===== config.mk =====
export PLATFORM = sky130hd
export DESIGN_NAME = decode_issue_ctrl
export DESIGN_NICKNAME = d
export VERILOG_FILES = /design/src/rtl/decode_issue_ctrl_pkg.sv /design/src/rtl/ibuf_regfile.sv /design/src/rtl/decode_issue_ctrl.sv
export SDC_FILE = /design/constraint.sdc
export NUM_CORES = 2
export LEC_CHECK = 0
export CAP_MARGIN = 10
export CORE_AREA = 2 2 237 413
export DETAILED_ROUTE_END_ITERATION = 6
export DIE_AREA = 0 0 239 415
export PLACE_DENSITY = 0.82
export SLEW_MARGIN = 20
export SYNTH_ARGS = -nofsm -noshare
export SYNTH_HDL_FRONTEND = slang
export SYNTH_HIERARCHICAL = 1
export SYNTH_SLANG_ARGS = --single-unit

===== constraint.sdc =====
create_clock -name clk -period 5.25 [get_ports clk]
set_input_delay 1.3125 -clock clk [delete_from_list [all_inputs] [get_ports clk]]
set_output_delay 1.3125 -clock clk [all_outputs]
set_load 0.02 [all_outputs]

===== src/rtl/decode_issue_ctrl_pkg.sv =====
// Shared fetch-packet layout and small helpers for the decode-stage instruction buffer.
package decode_issue_ctrl_pkg;

  localparam int FETCH_PKT_W     = 103;
  localparam int PKT_INST_LSB    = 0;
  localparam int PKT_INST_MSB    = 31;
  localparam int PKT_PC_LSB      = 32;
  localparam int PKT_PC_MSB      = 63;
  localparam int PKT_PC_NEXT_LSB = 64;
  localparam int PKT_PC_NEXT_MSB = 95;
  localparam int PKT_EXCP_LSB    = 96;
  localparam int PKT_EXCP_MSB    = 102;

  // Slot1 alone (2'b10) is a fetch protocol error and contributes nothing.
  function automatic logic [1:0] push_count(input logic [1:0] vld);
    logic [1:0] n;
    case (vld)
      2'b01:   n = 2'd1;
      2'b11:   n = 2'd2;
      default: n = 2'd0;
    endcase
    return n;
  endfunction

endpackage


===== src/rtl/ibuf_regfile.sv =====
// Instruction buffer storage: two write ports, two asynchronous read ports, no reset.
module ibuf_regfile
  import decode_issue_ctrl_pkg::*;
#(
  parameter int DEPTH = 8,
  parameter int PKT_W = FETCH_PKT_W,
  parameter int PTR_W = $clog2(DEPTH)
) (
  input  logic             clk,
  input  logic             we0,
  input  logic [PTR_W-1:0] wa0,
  input  logic [PKT_W-1:0] wd0,
  input  logic             we1,
  input  logic [PTR_W-1:0] wa1,
  input  logic [PKT_W-1:0] wd1,
  input  logic [PTR_W-1:0] ra0,
  input  logic [PTR_W-1:0] ra1,
  output logic [PKT_W-1:0] rd0,
  output logic [PKT_W-1:0] rd1
);

  logic [PKT_W-1:0] mem_q [DEPTH];
  logic [PKT_W-1:0] mem_d [DEPTH];

  // Write addresses are always consecutive, so the two ports never collide.
  always_comb begin
    mem_d = mem_q;
    if (we0) mem_d[wa0] = wd0;
    if (we1) mem_d[wa1] = wd1;
  end

  always_ff @(posedge clk) begin
    mem_q <= mem_d;
  end

  assign rd0 = mem_q[ra0];
  assign rd1 = mem_q[ra1];

endmodule


===== src/rtl/decode_issue_ctrl.sv =====
// Decode-stage instruction buffer: queues up to two fetch packets per cycle and
// issues one or two of the oldest to the decoders, honouring single-issue feedback.
module decode_issue_ctrl
  import decode_issue_ctrl_pkg::*;
#(
  parameter int DEPTH = 8,
  parameter int PKT_W = FETCH_PKT_W,
  parameter int PTR_W = $clog2(DEPTH)
) (
  input  logic               clk,
  input  logic               rst,
  input  logic               flush,
  input  logic [1:0]         in_valid,
  input  logic [2*PKT_W-1:0] in_pkt,
  output logic               in_ready,
  output logic [1:0]         out_valid,
  output logic [2*PKT_W-1:0] out_pkt,
  input  logic [1:0]         dec_single,
  input  logic               out_ready,
  output logic [PTR_W:0]     count
);

  localparam int CNT_W = PTR_W + 1;
  localparam logic [CNT_W-1:0] CNT_MAX  = CNT_W'(DEPTH);
  localparam logic [CNT_W-1:0] CNT_ROOM = CNT_W'(DEPTH - 2);

  logic [PTR_W-1:0] rd_ptr_q, rd_ptr_d;
  logic [PTR_W-1:0] wr_ptr_q, wr_ptr_d;
  logic [CNT_W-1:0] cnt_q, cnt_d;
  logic             push_en, pop_en;
  logic             v0, v1;
  logic             we0, we1;
  logic [1:0]       n_push, n_pop;
  logic [PKT_W-1:0] head0, head1;

  // Room is judged from registered occupancy only, so fetch never waits on out_ready.
  assign in_ready = (cnt_q <= CNT_ROOM);

  always_comb begin
    v0 = (cnt_q != '0) && !flush;
    v1 = v0 && (cnt_q >= CNT_W'(2)) && !dec_single[0] && !dec_single[1];
  end

  assign out_valid = {v1, v0};

  assign push_en = in_ready && !flush;
  assign pop_en  = out_ready && !flush;
  assign we0     = push_en && in_valid[0];
  assign we1     = push_en && (in_valid == 2'b11);
  assign n_push  = push_en ? push_count(in_valid) : 2'd0;
  assign n_pop   = !pop_en ? 2'd0 : v1 ? 2'd2 : v0 ? 2'd1 : 2'd0;

  always_comb begin
    rd_ptr_d = rd_ptr_q + PTR_W'(n_pop);
    wr_ptr_d = wr_ptr_q + PTR_W'(n_push);
    cnt_d    = cnt_q + CNT_W'(n_push) - CNT_W'(n_pop);
    if (flush) begin
      rd_ptr_d = '0;
      wr_ptr_d = '0;
      cnt_d    = '0;
    end
  end

  always_ff @(posedge clk) begin
    if (rst) begin
      rd_ptr_q <= '0;
      wr_ptr_q <= '0;
      cnt_q    <= '0;
    end else begin
      rd_ptr_q <= rd_ptr_d;
      wr_ptr_q <= wr_ptr_d;
      cnt_q    <= cnt_d;
    end
  end

  ibuf_regfile #(
    .DEPTH (DEPTH),
    .PKT_W (PKT_W),
    .PTR_W (PTR_W)
  ) u_ibuf_regfile (
    .clk (clk),
    .we0 (we0),
    .wa0 (wr_ptr_q),
    .wd0 (in_pkt[PKT_W-1:0]),
    .we1 (we1),
    .wa1 (wr_ptr_q + PTR_W'(1)),
    .wd1 (in_pkt[2*PKT_W-1:PKT_W]),
    .ra0 (rd_ptr_q),
    .ra1 (rd_ptr_q + PTR_W'(1)),
    .rd0 (head0),
    .rd1 (head1)
  );

  assign out_pkt = {head1, head0};
  assign count   = cnt_q;

  a_cnt_bound: assert property (@(posedge clk) disable iff (rst) cnt_q <= CNT_MAX);
  a_grp_order: assert property (@(posedge clk) disable iff (rst) out_valid[1] |-> out_valid[0]);
  a_in_valid:  assert property (@(posedge clk) disable iff (rst) in_valid != 2'b10)
    else $warning("in_valid=2'b10 protocol violation, slot1 packet ignored");

endmodule

Word level (Yosys, flattened, before mapping)
Index checks and enable logic that the tools add are counted.
{"block": "word_totals", "reg_bits": 834, "in_bits": 214, "output_inout_bits": 213, "word_cells": 65}
{"block": "op_classes", "add_sub_neg": 6, "n_lt_le_gt_ge": 8, "n_eq_ne": 2, "n_mux": 19, "n_bitwise": 4, "n_reduce_logical": 15}
{"cell": "$bwmux 824", "count": 2}
{"cell": "$mux 824", "count": 2}
{"cell": "$bmux 103 s3", "count": 2}
{"cell": "$demux 103 s3", "count": 2}
{"cell": "$mux 103", "count": 6}
{"cell": "$ge 4x4->1 const B", "count": 4}
{"cell": "$not 3->4", "count": 4}
{"cell": "$logic_and 1x1->1", "count": 10}
{"cell": "$lt 4x1->1 const B", "count": 2}
{"cell": "$add 3x1->3 const B", "count": 2}
{"cell": "$add 3x2->3", "count": 2}
{"cell": "$mux 2", "count": 3}
{"cell": "$add 4x2->4", "count": 1}
{"cell": "$ge 4x2->1 const B", "count": 1}
{"cell": "$le 4x3->1 const B", "count": 1}
{"cell": "$pmux 2 s2", "count": 1}
{"cell": "$reduce_bool 4->1", "count": 1}
{"cell": "$sub 4x2->4", "count": 1}
{"cell": "$logic_not 1->1", "count": 3}
{"cell": "$eq 2x1->1 const B", "count": 1}
{"cell": "$eq 2x2->1 const B", "count": 1}
{"cell": "$reduce_or 2->1", "count": 1}
{"cell": "$mux 1", "count": 1}

Longest topological paths before layout
{"block": "logic_depth", "ltp_word": 9, "ltp_mapped": 12, "mapped_depth_nobuf": 11}

Hierarchy
Netlist, hierarchy kept.
{"module": "ibuf_regfile", "n_inst": 1, "cells_each": 4530, "area_per_inst_um2": 46803.6, "seq_area_each_um2": 16495.8}
{"module": "decode_issue_ctrl", "n_inst": 1, "cells_each": 74, "area_per_inst_um2": 726.9, "seq_area_each_um2": 200.2}

Worst setup path before layout
OpenSTA, ideal clock, no wires.
{"block": "synth_timing", "kind": "register -> output", "from": "register rd_ptr_q[0]", "to": "output out_pkt[175]", "arrival_ps": 1947, "t_required_ps": 3938, "slack_ps": 1990, "stages_incl_launch_ff": 7, "n_path_buf": 3, "cell_sequence": "dfxtp_1 -> ha_1 -> buf_2 -> buf_2 -> buf_1 -> mux4_2 -> mux2_2"}
{"block": "synth_between", "elab_chain_cells": 5}
{"element": "start: declaration", "line_no": "decode_issue_ctrl.sv:27", "source": "logic [PTR_W-1:0] rd_ptr_q, rd_ptr_d;"}
{"element": "start signal: assignment", "line_no": "decode_issue_ctrl.sv:70", "source": "rd_ptr_q <= rd_ptr_d;"}
{"element": "$add 3x1->3", "line_no": "decode_issue_ctrl.sv:89", "source": ".ra1 (rd_ptr_q + PTR_W'(1)),"}
{"element": "$not 3->4 (not written as such)", "line_no": "ibuf_regfile.sv:37", "source": "assign rd1 = mem_q[ra1];"}
{"element": "$bmux 103 s3", "line_no": "ibuf_regfile.sv:37"}
{"element": "$mux 103 (not written as such) (2 in series)", "line_no": "ibuf_regfile.sv:37"}
{"element": "end: declaration", "line_no": "decode_issue_ctrl.sv:17", "source": "output logic [2*PKT_W-1:0] out_pkt,"}
Every way passes these cells. The select of a mux whose other input is x is not followed.

Worst setup path after layout
{"block": "layout_timing", "from": "register rd_ptr_q[0]", "to": "output out_pkt[167]"}
The elaborated chain is that of the path after synthesis.

==> impl_metrics.ini <==
[status]
status = complete, no violations

[worst_setup_path]
cpMaxStageDelayCell = dfxtp_4
worstSetupStartpointType = flop
cp_top_family = buffers and inverters
end_kind = output pin
crit_chain = ha_4 > buf_12 > mux4_2 > mux2_2 > clkdlybuf4s50_1
worstPathMaxFanout = 48
required_ns = 3.94
crit_type = reg -> out
cp.arrival_ns = 3.62
critPathMaxStageDelay_ns = 0.68
cp.buffers_inverters = 2

[global_route]
grt_usage = 0.2854
grt_pass1_vias = 37890
antenna_found_initial = 14
grt_pass1_wl_um = 219900
grt_max_degree = 127
overflow = 0

[timing]
period_share = 0.9386
setup_tns_ns = 0
relSlewSlack = 0.3298
hold_ws_ns = 0.5440
finalHoldViolCount = 0
skew_ns = 0.02391
finalSetupViolCount = 0
period_needed_ns = 4.928
report.final.slew_viol_count = 0
rsz0062_at_grt = no
worstMarginPinSlew_ns = 1.005
max_freq_mhz = 202.9

[floorplanning]
coreArea_um2 = 95720
num_rows = 150
die_h_um = 415
die-area_um2 = 99190
die_w_um = 239
io-pin-count = 427
initial_core_util = 0.4966

[clock_network]
cts_resized = 0
numCtsBuffers = 81
clkSinkCount = 834
hold_buffers = 0
cts.htree.levels = 3
post_cts_buffers = 0
cts_tree = built
clock_latency_ns = 0.70
clockRootBuffer = clkbuf_16
clockBufferDepth = 3
path_clk_slew_ns = 0.06

[synthesis]
synth-seq-cells = 834
netlist_instances = 4604
synth_warnings = 6
ys_types = 38
synth_area_leaders = dfxtp_1 35%, mux4_2 20%, mux2i_1 17%
syn_area_per_cell_um2 = 10.32
synth_area_um2 = 47530
yosysTopAreaCell = dfxtp_1
syn-num-nets = 4832
yosys.area.top_type_share = 0.3513
seq_area_frac_synth = 0.3513

[detailed_routing]
drtIter0Drc = 2431
wire_per_inst_um = 24.63
antenna_left = 0
vias = 36940
drc = 0
drtPass1Iterations = 6
via_per_inst = 6.287
drt-total-wl_um = 144700

[place]
placedCellCount = 5725
globalplace.congestion = 0.8297
post-dp-hpwl_um = 84730
io_buffers = 426

[power]
ir_drop_v = 0.0003122
p_leak_uw = 0.02146
p_per_area_nw_per_um2 = 359.6

[finish]
area_growth_pct = 14.20
drive_above_1_share = 0.1813
nets = 4820
final-instance-count-excl-fill = 5876
fillers = 7811

[min_path]
hp-class = reg -> reg

[run]
drv_cap = 0
==> final cells by class <==
type,instances,area [um^2],share of cell area
multi-input combinational,3155,27780,0.5119
sequential,834,16710,0.3078
timing repair buffer,508,5455,0.1005
clock buffer,123,2416,0.04451
tap,1216,1521,0.02803
clock inverter,24,331.6,0.006109
inverter,12,52.55,0.0009682
antenna,4,10.01,0.0001844
==> synthesized netlist by cell type <==
library cell	instances
and4bb_1	4
nor4_2	1
mux2_2	206
o21ai_1	311
nor2b_1	2
ha_1	10
o21ai_0	101
a2111oi_4	1
nor3_1	4
dfxtp_1	834
nand2b_1	1
inv_1	12
clkbuf_4	2
xnor2_1	2
nor4b_1	1
nand3b_1	1
a21oi_1	414
a21o_1	1
nor2_1	414
buf_6	40
and3b_1	1
xor2_1	3
clkbuf_1	238
nand2_1	415
mux4_2	412
or3_1	1
buf_4	72
nor4bb_1	2
and3_4	1
nor4b_4	2
nand4b_1	6
buf_1	59
nand4_1	2
and2_1	6
and2b_1	1
mux2i_1	825
buf_2	192
fa_1	4
==> placed cells by master (no fill, tap or decap), types with 9 or more instances in the layout <==
cell             instances
buf_12                  46
clkbuf_16               82
a21oi_1                414
o21ai_1                311
mux2_2                 206
nand2_1                415
clkbuf_8                21
mux4_2                 412
clkdlybuf4s50_1        426
buf_4                   36
nor2_1                 414
o21ai_0                101
clkbuf_1                20
inv_1                   11
dfxtp_1                831
mux2i_1                825
clkinv_2                10
ha_1                     9
==> power by group <==
part           internal, uW  leakage (uW)  switching (uW)
registers              7380       0.00685             750
logic                  2870        0.0133            2420
clock network          3410       0.00135            2690
total                 13700        0.0215            5860
==> registers in the layout (all words and copies together), names as in the netlist <==
signal / count
rd_ptr_q: 3
count: 4
wr_ptr_q: 3
u_ibuf_regfile/mem_q: 824
==> per-layer routing <==
metal / up-vias / wire length, um / global-route usage
met3: 495 / 13130 / 0.06370
li1: 16550 / - / -
met2: 1830 / 72120 / 0.4958
met5: - / 99 / 0
met4: 16 / 7004 / 0.1588
met1: 18050 / 52390 / 0.3215
==> metrics by stage <==
step	setup WS [ns]	util	power, uW	area (um^2)
detailed placement	0.8023	0.5383	13450	51520
global placement	0.8980	0.5383	13230	51520
global route	0.1943	0.5671	20270	54280
finish	0.3223	0.5671	19520	54280
CTS	0.2390	0.5670	19550	54270
floorplan	1.990	-	11460	47530
==> tightest hold or removal path: cells and delay by family, from the launching register on <==
| kind | cells | cell delay [ns] |
|---|---|---|
| flip-flops | 1 | 0.34 |
| AO/OA/AOI/OAI | 1 | 0.10 |
| multiplexers | 1 | 0.07 |
==> cell families after synthesis <==
group	after synthesis	synth area share
DFF	834	0.3513
xor gates and xnor gates	5	0.0009215
muxes	1443	0.4178
and+or+nand+nor	865	0.07223
adders and majority gates	14	0.004317
buffers and inverters	615	0.06578
AOI/OAI and AO/OA	828	0.08771
==> path summary, 6_finish.rpt <==
kind	slack (ns)	depth (start not counted)	startpoint	end
setup reg to reg	1.74	9	count[3]$_SDFF_PP0_	u_ibuf_regfile/mem_q[789]$_DFF_P_
hold reg to reg	0.54	2	u_ibuf_regfile/mem_q[559]$_DFF_P_	u_ibuf_regfile/mem_q[559]$_DFF_P_
setup / recovery	0.32	5	rd_ptr_q[0]$_SDFF_PP0_	out_pkt[167]
hold / removal	0.54	2	u_ibuf_regfile/mem_q[559]$_DFF_P_	u_ibuf_regfile/mem_q[559]$_DFF_P_
Note: power is estimated with default switching activity, not from simulation.
